==> config.mk <==
export PLATFORM = sky130hd
export DESIGN_NAME = legv8_mem_arbiter
export DESIGN_NICKNAME = d
export VERILOG_FILES = /design/src/rtl/legv8_mem_pkg.sv /design/src/rtl/legv8_mem_prio.sv /design/src/rtl/legv8_mem_arbiter.sv
export SDC_FILE = /design/constraint.sdc
export NUM_CORES = 1
export LEC_CHECK = 0
export CAP_MARGIN = 0
export CORE_AREA = 4 4 188 190
export CTS_CLUSTER_SIZE = 30
export DETAILED_ROUTE_END_ITERATION = 8
export DIE_AREA = 0 0 192 194
export PLACE_DENSITY = 0.66
export SLEW_MARGIN = 25
export SYNTH_ARGS = -nofsm -noshare
export SYNTH_HDL_FRONTEND = slang
export SYNTH_HIERARCHICAL = 1
export SYNTH_SLANG_ARGS = --single-unit
==> constraint.sdc <==
create_clock -name clock -period 4.9 [get_ports clock]
set_input_delay 0.98 -clock clock [delete_from_list [all_inputs] [get_ports clock]]
set_output_delay 0.98 -clock clock [all_outputs]
set_load 0.05 [all_outputs]
==> src/rtl/legv8_mem_pkg.sv <==
// Shared types and constants for the LEGv8 unified-memory arbiter.
package legv8_mem_pkg;

  typedef enum logic [1:0] {
    IDLE   = 2'd0,
    ACCESS = 2'd1,
    RESP   = 2'd2
  } state_t;

  typedef enum logic {
    OWN_IF = 1'b0,
    OWN_D  = 1'b1
  } owner_t;

  localparam int WORD_ALIGN_BITS = 3;

endpackage

==> src/rtl/legv8_mem_prio.sv <==
// Combinational fetch/data priority: data wins unless the streak limit is hit while fetch waits.
module legv8_mem_prio (
  input  logic if_req,
  input  logic d_req,
  input  logic streak_full,
  output logic if_gnt,
  output logic d_gnt
);

  assign d_gnt  = d_req & ~(streak_full & if_req);
  assign if_gnt = if_req & ~d_gnt;

endmodule

==> src/rtl/legv8_mem_arbiter.sv <==
// Shares one fixed-latency 64-bit memory between instruction fetch and LDUR/STUR,
// sequencing each access as grant -> MEM_LAT access cycles -> one response cycle.
module legv8_mem_arbiter
  import legv8_mem_pkg::*;
#(
  parameter int MEM_LAT    = 2,
  parameter int MAX_STREAK = 4
) (
  input  logic        clock,
  input  logic        reset,
  input  logic        if_req,
  input  logic [63:0] if_addr,
  output logic        if_gnt,
  output logic        if_valid,
  output logic [31:0] if_rdata,
  input  logic        d_req,
  input  logic        d_we,
  input  logic [63:0] d_addr,
  input  logic [63:0] d_wdata,
  output logic        d_gnt,
  output logic        d_valid,
  output logic [63:0] d_rdata,
  output logic        mem_en,
  output logic        mem_we,
  output logic [63:0] mem_addr,
  output logic [63:0] mem_wdata,
  input  logic [63:0] mem_rdata,
  output logic        stall,
  output logic        busy
);

  localparam int SW = $clog2(MAX_STREAK + 1);

  state_t        state, state_nx;
  owner_t        owner;
  logic [3:0]    cnt;
  logic          lat_we;
  logic [63:0]   lat_addr;
  logic [63:0]   lat_wdata;
  logic [SW-1:0] streak;

  logic window, arb_if, arb_d, streak_full, grant, last_access;

  assign streak_full = (streak == SW'(MAX_STREAK));

  legv8_mem_prio u_prio (
    .if_req      (if_req),
    .d_req       (d_req),
    .streak_full (streak_full),
    .if_gnt      (arb_if),
    .d_gnt       (arb_d)
  );

  // Grants are only offered while the memory is not being driven.
  assign window      = (state == IDLE) || (state == RESP);
  assign if_gnt      = window & arb_if;
  assign d_gnt       = window & arb_d;
  assign grant       = if_gnt | d_gnt;
  assign stall       = if_req & ~if_gnt;
  assign last_access = (state == ACCESS) && (cnt == 4'd0);

  assign mem_addr  = {lat_addr[63:WORD_ALIGN_BITS], {WORD_ALIGN_BITS{1'b0}}};
  assign mem_wdata = lat_wdata;

  always_ff @(posedge clock or negedge reset) begin
    if (!reset) state <= IDLE;
    else        state <= state_nx;
  end

  always_comb begin
    state_nx = state;
    mem_en   = 1'b0;
    mem_we   = 1'b0;
    if_valid = 1'b0;
    d_valid  = 1'b0;
    busy     = (state != IDLE);
    case (state)
      IDLE: begin
        if (grant) state_nx = ACCESS;
      end
      ACCESS: begin
        mem_en = 1'b1;
        mem_we = lat_we;
        if (cnt == 4'd0) state_nx = RESP;
      end
      RESP: begin
        if_valid = (owner == OWN_IF);
        d_valid  = (owner == OWN_D);
        state_nx = grant ? ACCESS : IDLE;
      end
      default: state_nx = IDLE;
    endcase
  end

  // Request latching, latency counter, starvation streak and read-data capture.
  always_ff @(posedge clock or negedge reset) begin
    if (!reset) begin
      owner     <= OWN_IF;
      cnt       <= 4'd0;
      lat_we    <= 1'b0;
      lat_addr  <= 64'd0;
      lat_wdata <= 64'd0;
      streak    <= '0;
      if_rdata  <= 32'd0;
      d_rdata   <= 64'd0;
    end else begin
      if (grant) cnt <= 4'(MEM_LAT - 1);
      else if (state == ACCESS && cnt != 4'd0) cnt <= cnt - 4'd1;

      if (d_gnt) begin
        owner     <= OWN_D;
        lat_we    <= d_we;
        lat_addr  <= d_addr;
        lat_wdata <= d_wdata;
        if (!if_req)          streak <= '0;
        else if (!streak_full) streak <= streak + 1'b1;
      end else if (if_gnt) begin
        owner     <= OWN_IF;
        lat_we    <= 1'b0;
        lat_addr  <= if_addr;
        streak    <= '0;
      end

      if (last_access) begin
        if (owner == OWN_IF)
          if_rdata <= lat_addr[2] ? mem_rdata[63:32] : mem_rdata[31:0];
        else if (!lat_we)
          d_rdata <= mem_rdata;
      end
    end
  end

endmodule

==> metrics.log <==
INFO  metric outcome = finished clean
INFO  metric fp.dieArea = 37,200 µm²
INFO  metric final.period_utilization = 78.1%
INFO  metric hold_violations = 0
INFO  metric synth.top_cells.by_area = sky130_fd_sc_hd__dfrtp_1 57%, sky130_fd_sc_hd__mux2_2 13%, sky130_fd_sc_hd__nand2_1 12%, sky130_fd_sc_hd__buf_4 4.8%, sky130_fd_sc_hd__a31oi_1 3.8%
INFO  metric pin_count_of_the_biggest_net_entering_global_routing = 190
INFO  metric crit_path_capture_type = output port
INFO  metric critical_path_required = 3.92 ns
INFO  metric groute.usage.overall = 16.9%
INFO  metric combPwrFrac = 56.7%
INFO  metric synth.lib_cells_used.distinct = 39
INFO  metric placeableCoreArea = 33,400 µm²
INFO  metric powerDensity = 818 nW/µm²
INFO  metric cts_max_level = 1
INFO  metric path_cells = clkdlybuf4s50_1 -> a21boi_1 -> nand2b_2 -> and2_1 -> clkdlybuf4s50_1
INFO  metric max-vdd-ir-drop = 0.362 mV
INFO  metric cts_tree = built
INFO  metric synth_top_cell_area_share = 56.8%
INFO  metric hpwlAfterDp = 23.9 mm
INFO  metric first_pass_grt_wire_length = 50.3 mm
INFO  metric drt-vias-per-instance = 4.51
INFO  metric switching_share = 47.3%
INFO  metric firstDrtPassIters = 5
INFO  metric power.share.clock = 17.2%
INFO  metric setup.worst_path.start_class = primary input
INFO  metric synth.largest_area_cell = sky130_fd_sc_hd__dfrtp_1
INFO  metric post_cts_resized = 0
INFO  metric rsz0062_at_grt = false
INFO  metric floorplan_die_height = 194 µm
INFO  metric worst_path_dominant_cell_family = buffers and inverters
INFO  metric grt_antenna_before_repair = 1
INFO  metric filler_cell_count = 3,053
INFO  metric yosys_register_bits = 233
INFO  metric ys_seq_area_share = 56.8%
INFO  metric syn_area = 10,300 µm²
INFO  metric final.setup.tns = 0 ns
INFO  metric cts_post_setup_buffers_inserted = 0
INFO  metric area_growth = 56.4%
INFO  metric internal-power = 6910 µW
INFO  metric wire_per_inst = 17.9 µm
INFO  metric grt_pass1_vias = 8,744
INFO  metric maximum_operating_frequency = 0.261 GHz
INFO  metric syn_inst = 979
INFO  metric critical_path_maximum_fanout = 7
INFO  metric worst_hold_path_type = in -> async
INFO  metric slew_viol_final = 0
INFO  metric cpMostUsedCell = sky130_fd_sc_hd__clkdlybuf4s50_1
INFO  metric io_pins = 493
INFO  metric finalCriticalPeriod = 3.83 ns
INFO  metric drtAntennaViolNets = 0
INFO  metric critical-path-slowest-cell = sky130_fd_sc_hd__clkdlybuf4s50_1
INFO  metric via_count = 8,367
INFO  metric insertion_delay = 0.53 ns
INFO  metric detail_route.iter0.violations = 313
INFO  metric number_of_max_cap_violations = 0
INFO  metric syn_avg_cell_area = 10.5 µm²
INFO  metric fin_nets = 1,650
INFO  metric cts-root-to-sink-buffers = 3
INFO  metric power.leakage = 0.00704 µW
INFO  metric p_sw = 6210 µW
INFO  metric hold_buffer_count_at_cts = 0
INFO  metric arrival = 2.85 ns
INFO  metric route.final.wire_length = 33.2 mm
INFO  metric gp_routability_congestion = 0.849
INFO  metric synth_warnings = 6
INFO  metric power.sequential.fraction = 26.0%
INFO  metric critPathKind = in -> out
INFO  metric clkSinkCount = 233
INFO  metric finish.cell_count_without_fillers = 1,854
INFO  metric drt_drc_violations_left = 0
INFO  metric slew_headroom = 31.4%
INFO  metric worst_slew_pin_slew = 1.03 ns
INFO  metric finalClockSkew = 0.00785 ns
INFO  metric cts.reportedPaths.clkPinSlew = 0.06 ns
INFO  metric cts_made_buffers = 27
INFO  metric dp_cells = 1,804
INFO  metric cts_root_buffer = sky130_fd_sc_hd__clkbuf_16
INFO  metric portBuffers = 485
INFO  metric critical_path.n_buffers_inverters = 2
INFO  metric grt_remaining_overflow = 0
INFO  metric critical-path-max-stage-delay = 0.70 ns
INFO  metric setup_violations = 0
INFO  metric chipWidth = 192 µm
INFO  metric initial_utilization = 30.7%
INFO  metric row_count = 67
INFO  metric drive_gt1_share = 13.7%
==> worst paths after layout <==
check / slack [ns] / start / cells after the start / end
setup reg to reg: 2.04 / streak[0] / 12 / lat_addr[3]
hold reg to reg: 0.47 / mem_wdata[53] / 2 / mem_wdata[53]
setup / recovery: 1.07 / if_req / 5 / stall
min in group clock: 0.47 / mem_wdata[53] / 2 / mem_wdata[53]
max in group asynchronous: 3.48 / reset / 2 / d_rdata[59]
hold / removal: 0.46 / reset / 1 / lat_addr[5]
==> layout by cell type, fill, tap and decap left out, types with 2 or more instances in the layout <==
master / count
sky130_fd_sc_hd__a21oi_1: 4
sky130_fd_sc_hd__and2_1: 2
sky130_fd_sc_hd__dfrtp_1: 233
sky130_fd_sc_hd__clkinv_2: 4
sky130_fd_sc_hd__mux2_4: 6
sky130_fd_sc_hd__buf_12: 4
sky130_fd_sc_hd__a31oi_1: 62
sky130_fd_sc_hd__inv_1: 6
sky130_fd_sc_hd__nand3_1: 3
sky130_fd_sc_hd__nor2_1: 63
sky130_fd_sc_hd__mux2_2: 117
sky130_fd_sc_hd__or3_1: 2
sky130_fd_sc_hd__nand2_1: 321
sky130_fd_sc_hd__inv_2: 3
sky130_fd_sc_hd__a21boi_1: 2
sky130_fd_sc_hd__mux2_1: 5
sky130_fd_sc_hd__buf_4: 8
sky130_fd_sc_hd__o21ai_0: 6
sky130_fd_sc_hd__clkbuf_16: 27
sky130_fd_sc_hd__clkdlybuf4s50_1: 482
sky130_fd_sc_hd__clkbuf_8: 8
sky130_fd_sc_hd__ha_1: 4
sky130_fd_sc_hd__conb_1: 3
sky130_fd_sc_hd__nand4_1: 2
sky130_fd_sc_hd__clkbuf_1: 3
sky130_fd_sc_hd__bufinv_16: 6
==> power by group through the flow <==
| stage | registers, µW | logic [µW] | clock network (µW) |
|---|---|---|---|
| after floorplan | 5630 | 3000 | 0 |
| after global placement | 3400 | 7450 | 0 |
| after detailed placement | 3440 | 7500 | 0 |
| after CTS | 3420 | 7510 | 2320 |
| after global routing | 3540 | 7800 | 2400 |
| final | 3420 | 7450 | 2260 |
==> through the flow <==
step | instance area (µm²) | hold slack (ns) | util (%) | power, µW | setup slack [ns]
2_1_floorplan | 10300 | 0.471 | - | 8620 | 1.79
3_3_place_gp | 15000 | 0.457 | 45.0 | 10800 | 1.11
3_5_place_dp | 15000 | 0.462 | 45.0 | 10900 | 1.08
4_1_cts | 16000 | 0.467 | 48.0 | 13300 | 1.06
5_1_grt | 16000 | 0.489 | 48.0 | 13700 | 0.978
6_report | 16000 | 0.455 | 48.0 | 13100 | 1.07
==> registers in the layout, summed over array words and instances, names as in the netlist <==
register / flops
mem_wdata: 64
owner: 1
cnt: 4
streak: 3
state: 2
lat_we: 1
lat_addr: 62
if_rdata: 32
d_rdata: 64
==> cell families (layout without fill, tap and decap cells) <==
family,count (synthesis),count (layout),synth area share [%]
AND/OR/NAND/NOR,404,404,15.5
flip-flops,233,233,56.8
multiplexers,129,129,14.4
buffers and inverters,129,553,7.94
AO/OA/AOI/OAI,79,79,4.83
adder cells (fa/ha/maj),4,4,0.488
other,1,4,0.0366
==> final cells by class <==
cell class	count	area [µm²]	area share (%)
clock inverter	11	209	1.30
tap	448	561	3.49
sequential	233	5830	36.3
inverter	9	33.8	0.211
antenna	1	2.50	0.0156
multi-input combinational	619	3630	22.6
clock buffer	38	797	4.97
timing repair buffer	495	4980	31.0
==> cell usage after synthesis <==
master / count
sky130_fd_sc_hd__nand2b_1: 3
sky130_fd_sc_hd__or3_1: 2
sky130_fd_sc_hd__mux2i_1: 1
sky130_fd_sc_hd__buf_4: 66
sky130_fd_sc_hd__mux2_1: 5
sky130_fd_sc_hd__clkbuf_1: 22
sky130_fd_sc_hd__o21ai_0: 6
sky130_fd_sc_hd__o21bai_1: 1
sky130_fd_sc_hd__or3b_4: 1
sky130_fd_sc_hd__nand4b_1: 1
sky130_fd_sc_hd__o21ba_2: 1
sky130_fd_sc_hd__mux2_4: 6
sky130_fd_sc_hd__dfrtp_1: 233
sky130_fd_sc_hd__nand3_1: 3
sky130_fd_sc_hd__nor3b_1: 1
sky130_fd_sc_hd__clkinv_1: 1
sky130_fd_sc_hd__and2_1: 2
sky130_fd_sc_hd__a21oi_1: 4
sky130_fd_sc_hd__o211ai_1: 1
sky130_fd_sc_hd__nor3b_2: 1
sky130_fd_sc_hd__a21boi_1: 2
sky130_fd_sc_hd__a22o_1: 1
sky130_fd_sc_hd__mux2_2: 117
sky130_fd_sc_hd__or4_1: 1
sky130_fd_sc_hd__conb_1: 1
sky130_fd_sc_hd__nor2_1: 63
sky130_fd_sc_hd__or2_2: 1
sky130_fd_sc_hd__nor3_4: 1
sky130_fd_sc_hd__buf_2: 12
sky130_fd_sc_hd__inv_1: 6
sky130_fd_sc_hd__and3b_1: 1
sky130_fd_sc_hd__a41oi_1: 1
sky130_fd_sc_hd__nand2_1: 321
sky130_fd_sc_hd__ha_1: 4
sky130_fd_sc_hd__nand4_1: 2
sky130_fd_sc_hd__a31oi_1: 62
sky130_fd_sc_hd__buf_1: 11
sky130_fd_sc_hd__inv_2: 2
sky130_fd_sc_hd__buf_6: 9
==> layer usage <==
| layer | track usage, % | share of wire [%] |
|---|---|---|
| met1 | 19.6 | 38 |
| met2 | 29.4 | 48 |
| met3 | 5.83 | 10 |
| met4 | 4.94 | 2.8 |
| met5 | 0 | 0 |
Power figures use the tool's default switching activity.
